[src/rtl/cpu_pkg.sv]
// Shared definitions for the fetch stage: reset constants, 2-bit counter
// encodings, the PC-source enum and the saturating counter step.
package cpu_pkg;

    localparam logic [31:0] CPU_NOP_INSTR = 32'h0000_0000;
    localparam logic [31:0] CPU_RESET_PC  = 32'h0000_0000;

    localparam logic [1:0] CNT_SNT = 2'b00;
    localparam logic [1:0] CNT_WNT = 2'b01;
    localparam logic [1:0] CNT_WT  = 2'b10;
    localparam logic [1:0] CNT_ST  = 2'b11;

    typedef enum logic [1:0] {
        SRC_FETCH,
        SRC_HOLD,
        SRC_ID,
        SRC_EX
    } redirect_src_e;

    function automatic logic [1:0] cnt_step(input logic [1:0] cnt, input logic taken);
        logic [1:0] res;
        res = cnt;
        if (taken && cnt != CNT_ST)
            res = cnt + 2'b01;
        else if (!taken && cnt != CNT_SNT)
            res = cnt - 2'b01;
        return res;
    endfunction

endpackage

[src/rtl/bht_btb.sv]
// Direct-mapped 2-bit branch history table with tagged target buffer:
// combinational lookup from registered tables, synchronous update port.
module bht_btb
    import cpu_pkg::*;
#(
    parameter int IDX_W = 4
) (
    input  logic        clk,
    input  logic        rst_n,
    input  logic [31:0] lookup_pc,
    output logic        lookup_taken,
    output logic [31:0] lookup_target,
    input  logic        upd_valid,
    input  logic [31:0] upd_pc,
    input  logic        upd_taken,
    input  logic [31:0] upd_target
);
    localparam int TAG_W = 30 - IDX_W;
    localparam int N     = 1 << IDX_W;

    logic [1:0]       r_cnt [N];
    logic             r_vld [N];
    logic [TAG_W-1:0] r_tag [N];
    logic [31:0]      r_tgt [N];

    logic [IDX_W-1:0] w_lk_idx;
    logic [IDX_W-1:0] w_up_idx;
    logic             w_lk_hit;
    logic             w_up_hit;
    logic             w_alloc;
    logic             w_unused;

    assign w_lk_idx = lookup_pc[IDX_W+1:2];
    assign w_up_idx = upd_pc[IDX_W+1:2];
    assign w_lk_hit = r_vld[w_lk_idx] && (r_tag[w_lk_idx] == lookup_pc[31:IDX_W+2]);
    assign w_up_hit = r_vld[w_up_idx] && (r_tag[w_up_idx] == upd_pc[31:IDX_W+2]);
    assign w_alloc  = upd_valid && !w_up_hit && upd_taken;
    assign w_unused = ^{lookup_pc[1:0], upd_pc[1:0]};

    assign lookup_taken  = w_lk_hit && r_cnt[w_lk_idx][1];
    assign lookup_target = r_tgt[w_lk_idx];

    always_ff @(posedge clk) begin
        if (!rst_n) begin
            for (int i = 0; i < N; i++) begin
                r_cnt[i] <= CNT_WNT;
                r_vld[i] <= 1'b0;
            end
        end else if (upd_valid) begin
            if (w_up_hit) begin
                r_cnt[w_up_idx] <= cnt_step(r_cnt[w_up_idx], upd_taken);
            end else if (upd_taken) begin
                r_cnt[w_up_idx] <= CNT_WT;
                r_vld[w_up_idx] <= 1'b1;
            end
        end
    end

    // Tag and target need no reset: they are only read behind a valid bit.
    always_ff @(posedge clk) begin
        if (rst_n && (w_alloc || (upd_valid && w_up_hit && upd_taken)))
            r_tgt[w_up_idx] <= upd_target;
        if (rst_n && w_alloc)
            r_tag[w_up_idx] <= upd_pc[31:IDX_W+2];
    end

endmodule

[src/rtl/fetch_predict_stage.sv]
// Instruction fetch with PC register, redirect/stall priority and IF/ID register.
// Define FETCH_PREDICT_EN to build in the bht_btb predictor; otherwise fetch is PC+4.
module fetch_predict_stage
    import cpu_pkg::*;
#(
    parameter logic [31:0] RESET_PC  = CPU_RESET_PC,
    parameter int          IDX_W     = 4,
    parameter logic [31:0] NOP_INSTR = CPU_NOP_INSTR
) (
    input  logic        clk,
    input  logic        rst_n,
    input  logic        stall,
    output logic [31:0] imem_addr,
    input  logic [31:0] imem_data,
    input  logic        id_redirect,
    input  logic [31:0] id_redirect_pc,
    input  logic        ex_redirect,
    input  logic [31:0] ex_redirect_pc,
    input  logic        ex_br_valid,
    input  logic [31:0] ex_br_pc,
    input  logic        ex_br_taken,
    input  logic [31:0] ex_br_target,
    output logic [31:0] if_id_instr,
    output logic [31:0] if_id_pc,
    output logic        if_id_pred_taken,
    output logic [31:0] if_id_pred_target,
    output logic        if_id_valid
);
    logic [31:0]   r_pc;
    logic [31:0]   r_instr;
    logic [31:0]   r_if_pc;
    logic          r_pred_taken;
    logic [31:0]   r_pred_target;
    logic          r_valid;

    logic          w_pred_taken;
    logic [31:0]   w_btb_target;
    logic [31:0]   w_pred_next;
    redirect_src_e w_src;

`ifdef FETCH_PREDICT_EN
    bht_btb #(.IDX_W(IDX_W)) u_bht_btb (
        .clk           (clk),
        .rst_n         (rst_n),
        .lookup_pc     (r_pc),
        .lookup_taken  (w_pred_taken),
        .lookup_target (w_btb_target),
        .upd_valid     (ex_br_valid),
        .upd_pc        (ex_br_pc),
        .upd_taken     (ex_br_taken),
        .upd_target    (ex_br_target)
    );
`else
    logic w_unused;
    assign w_unused     = ^{ex_br_valid, ex_br_pc, ex_br_taken, ex_br_target};
    assign w_pred_taken = 1'b0;
    assign w_btb_target = 32'h0;
`endif

    assign w_pred_next = w_pred_taken ? w_btb_target : r_pc + 32'd4;

    // EX redirect outranks stall; an ID redirect is only honoured when not stalled.
    always_comb begin
        w_src = SRC_FETCH;
        if (ex_redirect)
            w_src = SRC_EX;
        else if (id_redirect && !stall)
            w_src = SRC_ID;
        else if (stall)
            w_src = SRC_HOLD;
    end

    always_ff @(posedge clk) begin
        if (!rst_n) begin
            r_pc          <= RESET_PC;
            r_instr       <= NOP_INSTR;
            r_if_pc       <= 32'h0;
            r_pred_taken  <= 1'b0;
            r_pred_target <= 32'h0;
            r_valid       <= 1'b0;
        end else begin
            case (w_src)
                SRC_EX, SRC_ID: begin
                    r_pc          <= (w_src == SRC_EX) ? ex_redirect_pc : id_redirect_pc;
                    r_instr       <= NOP_INSTR;
                    r_if_pc       <= 32'h0;
                    r_pred_taken  <= 1'b0;
                    r_pred_target <= 32'h0;
                    r_valid       <= 1'b0;
                end
                SRC_HOLD: begin
                    r_pc <= r_pc;
                end
                default: begin
                    r_pc          <= w_pred_next;
                    r_instr       <= imem_data;
                    r_if_pc       <= r_pc;
                    r_pred_taken  <= w_pred_taken;
                    r_pred_target <= w_pred_taken ? w_btb_target : 32'h0;
                    r_valid       <= 1'b1;
                end
            endcase
        end
    end

    assign imem_addr         = r_pc;
    assign if_id_instr       = r_instr;
    assign if_id_pc          = r_if_pc;
    assign if_id_pred_taken  = r_pred_taken;
    assign if_id_pred_target = r_pred_target;
    assign if_id_valid       = r_valid;

endmodule

[config.mk]
export PLATFORM = sky130hd
export DESIGN_NAME = fetch_predict_stage
export DESIGN_NICKNAME = d
export VERILOG_FILES = /design/src/rtl/cpu_pkg.sv /design/src/rtl/bht_btb.sv /design/src/rtl/fetch_predict_stage.sv
export SDC_FILE = /design/constraint.sdc
export NUM_CORES = 1
export LEC_CHECK = 0
export BUFFER_PORTS_ARGS = -buffer_cell sky130_fd_sc_hd__buf_2
export CAP_MARGIN = 40
export CORE_AREA = 2 2 114 116
export CTS_CLUSTER_DIAMETER = 100
export DETAILED_ROUTE_END_ITERATION = 7
export DIE_AREA = 0 0 116 118
export PLACE_DENSITY = 0.73
export SYNTH_ARGS = -nofsm -noshare
export SYNTH_HDL_FRONTEND = slang
export SYNTH_HIERARCHICAL = 1
export SYNTH_SLANG_ARGS = --single-unit
[constraint.sdc]
create_clock -name clk -period 6.1 [get_ports clk]
set_input_delay 0.61 -clock clk [delete_from_list [all_inputs] [get_ports clk]]
set_output_delay 0.61 -clock clk [all_outputs]
set_load 0.005 [all_outputs]
==> impl_metrics.csv <==
group,metric,value,unit
routing,via_count,4739,
grt,met1_usage,26.7,%
yosys,synth.ff_latch_count,97,
cells_and_area,layoutNonFillerInstCount,923,
job,drv.max_cap_violation_count,0,
floorplanning,starting_density,38.5,%
power,power_frac_seq,46.2,%
routing,remaining_drc_errors,0,
cells_and_area,register_area,1940,µm²
yosys,post_synth_main_area_contributors,"sky130_fd_sc_hd__dfxtp_1 (41%), sky130_fd_sc_hd__a22oi_1 (11%), sky130_fd_sc_hd__nor2_1 (7.2%), sky130_fd_sc_hd__buf_4 (5.5%), sky130_fd_sc_hd__a21oi_1 (4.8%)",
timing,worst_slew_pin_slew,0.812,ns
grt,grt.met3_usage,4.12,%
critical_path,startpoint,"imem_addr[2]",
routing,post_drt_wl_per_cell,15.6,µm
critical_path,worstPathCellList,"ha_1 > nand4_1 > or4_1 > nor4_2 > mux2_2 > a21oi_1",
yosys,ffs_w_async_s_r_synth,0,%
routing,route.final.wire_length,14400,µm
floorplanning,die_w,116,µm
timing,finalCriticalPeriod,2.52,ns
cells_and_area,flow.area_growth_from_synthesis,26.5,%
critical_path,crit_end,"imem_addr[22]",
grt,grt_pass1_vias,4296,
clock_tree,cts_sinks,97,
yosys,synth_seq_area_share,40.7,%
critical_path,worst-path-max-fanout,10,
grt,global_route.usage.total,20.5,%
power,p_comb_share,11.9,%
cells_and_area,multi_input_area,2460,µm²
timing,timing.setup.tns,0,ns
cells_and_area,layout-drive-gt1-share,32.3,%
grt,initial_antenna_violation_count,1,
clock_tree,reg_clk_slew_reported_paths,0.07,ns
routing,antenna_violating_nets_post_route,0,
timing,fmax,0.397,GHz
yosys,postSynth.topFlopCell,"sky130_fd_sc_hd__dfxtp_1",
floorplanning,die_ar,13700,µm²
yosys,synth_enable_flop_cells,0,
outcome,run_status,"finished clean",
critical_path,critical_path.reg2reg.startpoint,"imem_addr[2]",
clock_tree,clock_insertion_delay_worst_skew,0.35,ns
timing,worst_clock_skew,0.00927,ns
critical_path,total_stage_count_of_the_critical_path,6,
critical_path,worst_flop_to_flop_path_endpoint,"imem_addr[22]",
placed_design,place.detailed.instances,906,
clock_tree,post_cts_resize_count,0,
power,clkPwrFrac,41.9,%
placed_design,hpwl,9680,µm
floorplanning,die_height,118,µm
power,irDropWorstVdd,166,µV
power,cellLeakagePower,2.63,nW
timing,finalHoldViolCount,0,
critical_path,critical-path-top-delay-family,"simple AND/OR/NAND/NOR gates",
yosys,post_synth_inst_count,580,
placed_design,buffer_ports.inserted,197,
clock_tree,cts-root-buf,"sky130_fd_sc_hd__clkbuf_16",
critical_path,reg2regPathDepth,6,
timing,hold_ws,0.491,ns
yosys,synth-warning-count,6,
timing,max_slew_margin,45.9,%
yosys,synth_area_leader_cell,"sky130_fd_sc_hd__dfxtp_1",
critical_path,crit_path_top_delay_cell,"sky130_fd_sc_hd__or4_1",
cells_and_area,finish.utilization,48.7,%
power,report.power.total,0.00149,W
critical_path,reg2reg_slack,3.58,ns
grt,wire_length_of_the_first_global_routing_pass,22300,µm
timing,setup_viol,0,
routing,via_per_inst,5.13,
placed_design,place_congestion,0.758,
timing,final_max_slew_viol_count,0,
critical_path,timing.critical_path.buf_inv,0,
clock_tree,htreeDepth,3,
critical_path,type_of_destination_of_the_critical_path,"register",
clock_tree,post_cts.repair.setup_buffers,0,
routing,detail_route.first_pass.iterations,4,
clock_tree,cts_inserted_buffers,9,
grt,global_route.overflow_total,0,
cells_and_area,layout_common_cells,"sky130_fd_sc_hd__buf_2 (197), sky130_fd_sc_hd__dfxtp_1 (97), sky130_fd_sc_hd__nor2_1 (92)",
power,power.share.switching,25.7,%
cells_and_area,nets,913,
min_path,holdCritPathClass,"in2reg",
min_path,hold_depth,3,
floorplanning,core.rowCount,41,
critical_path,worstPathRequired,6.38,ns
cells_and_area,num-fill-cells,1275,
timing,period_share,41.3,%
grt,met2_usage,33.0,%
yosys,post_synth.cell_area_avg,8.23,µm²
floorplanning,core,12400,µm²
critical_path,criticalPathCategory,"reg2reg",
floorplanning,ios,297,
grt,globalRoute.busiestLayer,"met2",
critical_path,critical_path.startpoint_type,"register",
clock_tree,cts-root-to-sink-buffers,2,
critical_path,worst_ep_arrival_time,2.80,ns
yosys,syn-cell-area,4780,µm²
clock_tree,cts.hold.buffers_added,0,
power,power.internal,0.00111,W
grt,grt_max_degree,69,
power,power.net_switching,0.000383,W
cells_and_area,final_common_cell,"sky130_fd_sc_hd__buf_2",
timing,rsz0062_at_grt,"false",
yosys,ys_types,55,
critical_path,cp_slowest_stage_delay,0.81,ns
yosys,post-synth-top-area-fraction,40.7,%
routing,detail_route.iter0.violations,199,
power,cellPowerDensity,246,nW/µm²
clock_tree,clock_tree_from_tritoncts,"done",
==> how the worst min path moves through the flow <==
stage | endpoint | start
finish | imem_addr[1] | ex_redirect_pc[1]
global route | if_id_instr[7] | imem_data[7]
CTS | imem_addr[1] | ex_redirect_pc[1]
detailed placement | if_id_pc[1] | if_id_pc[1]
global placement | if_id_pc[30] | if_id_pc[30]
floorplan | if_id_instr[0] | if_id_instr[0]
==> synth_stat cells, types with 2 or more instances <==
library cell                n
sky130_fd_sc_hd__nor3_2     3
sky130_fd_sc_hd__xor2_1     3
sky130_fd_sc_hd__o21ai_0   11
sky130_fd_sc_hd__mux2_2     2
sky130_fd_sc_hd__o211ai_1   3
sky130_fd_sc_hd__xnor2_1   11
sky130_fd_sc_hd__mux2i_1    6
sky130_fd_sc_hd__a211oi_2   3
sky130_fd_sc_hd__nor3b_1    2
sky130_fd_sc_hd__a22oi_1   67
sky130_fd_sc_hd__a31oi_1    2
sky130_fd_sc_hd__o22ai_1    8
sky130_fd_sc_hd__a221oi_1   7
sky130_fd_sc_hd__buf_4     35
sky130_fd_sc_hd__inv_1     10
sky130_fd_sc_hd__nor2_1    92
sky130_fd_sc_hd__nor4_2     3
sky130_fd_sc_hd__or4_1      4
sky130_fd_sc_hd__clkbuf_8   2
sky130_fd_sc_hd__nor4_1     3
sky130_fd_sc_hd__dfxtp_1   97
sky130_fd_sc_hd__nand3b_1  10
sky130_fd_sc_hd__nor2b_1    7
sky130_fd_sc_hd__or3_1      4
sky130_fd_sc_hd__o31ai_1    4
sky130_fd_sc_hd__clkbuf_1  32
sky130_fd_sc_hd__and3_1     5
sky130_fd_sc_hd__nand3_1   11
sky130_fd_sc_hd__a211oi_1   2
sky130_fd_sc_hd__buf_1      9
sky130_fd_sc_hd__nor3_1     6
sky130_fd_sc_hd__nand4_1    7
sky130_fd_sc_hd__a21oi_1   46
sky130_fd_sc_hd__buf_2      2
sky130_fd_sc_hd__nand2_1   37
sky130_fd_sc_hd__nand2b_1   5
==> layout make-up <==
| class | count | area share (%) |
|---|---|---|
| Clock inverter | 6 | 1.47 |
| Sequential cell | 97 | 32.1 |
| Antenna cell | 1 | 0.0414 |
| Tap cell | 172 | 3.56 |
| Inverter | 10 | 0.642 |
| Clock buffer | 10 | 3.95 |
| Timing Repair Buffer | 204 | 17.5 |
| Multi-Input combinational cell | 423 | 40.7 |
==> stage by stage <==
stage	setup WS (ns)	area (µm²)
floorplan	3.99	4900
global placement	3.39	5690
detailed placement	3.39	5710
CTS	3.58	6040
global route	3.42	6040
finish	3.58	6040
==> metal layers <==
metal  part of all wire (%)  up-vias
met5                      0        -
met4                    2.1        0
met3                    8.2       16
met2                     46      201
met1                     43     2188
li1                       -     2334
==> kinds of logic after synthesis <==
logic type | after synthesis | synth area share, %
AO/OA/AOI/OAI | 159 | 22.3
XOR/XNOR | 14 | 2.57
adder cells (fa/ha/maj) | 1 | 0.262
buffers and inverters | 92 | 10.6
flip-flops | 97 | 40.7
multiplexers | 8 | 1.73
other | 1 | 0.0785
AND/OR/NAND/NOR | 208 | 21.7
==> registers in the layout, summed over array words and instances, names as in the netlist <==
signal,count
if_id_instr,32
if_id_pc,32
if_id_valid,1
imem_addr,32
==> power groups by stage <==
stage | clock (W) | combinational, W | sequential [W]
after floorplan | 0 | 0.000119 | 0.000693
after global placement | 0 | 0.000174 | 0.000702
after detailed placement | 0 | 0.000178 | 0.000702
after CTS | 0.000644 | 0.000179 | 0.000687
after global routing | 0.000667 | 0.000200 | 0.000692
final | 0.000624 | 0.000178 | 0.000688
==> worst reg2reg max path, cell delays in order (launching register included) <==
cell and delay, ns:
sky130_fd_sc_hd__dfxtp_1 0.50, sky130_fd_sc_hd__ha_1 0.26, sky130_fd_sc_hd__nand4_1 0.16, sky130_fd_sc_hd__or4_1 0.81, sky130_fd_sc_hd__nor4_2 0.25, sky130_fd_sc_hd__mux2_2 0.36
sky130_fd_sc_hd__a21oi_1 0.11
No activity file was read; power rests on OpenSTA's default activity.
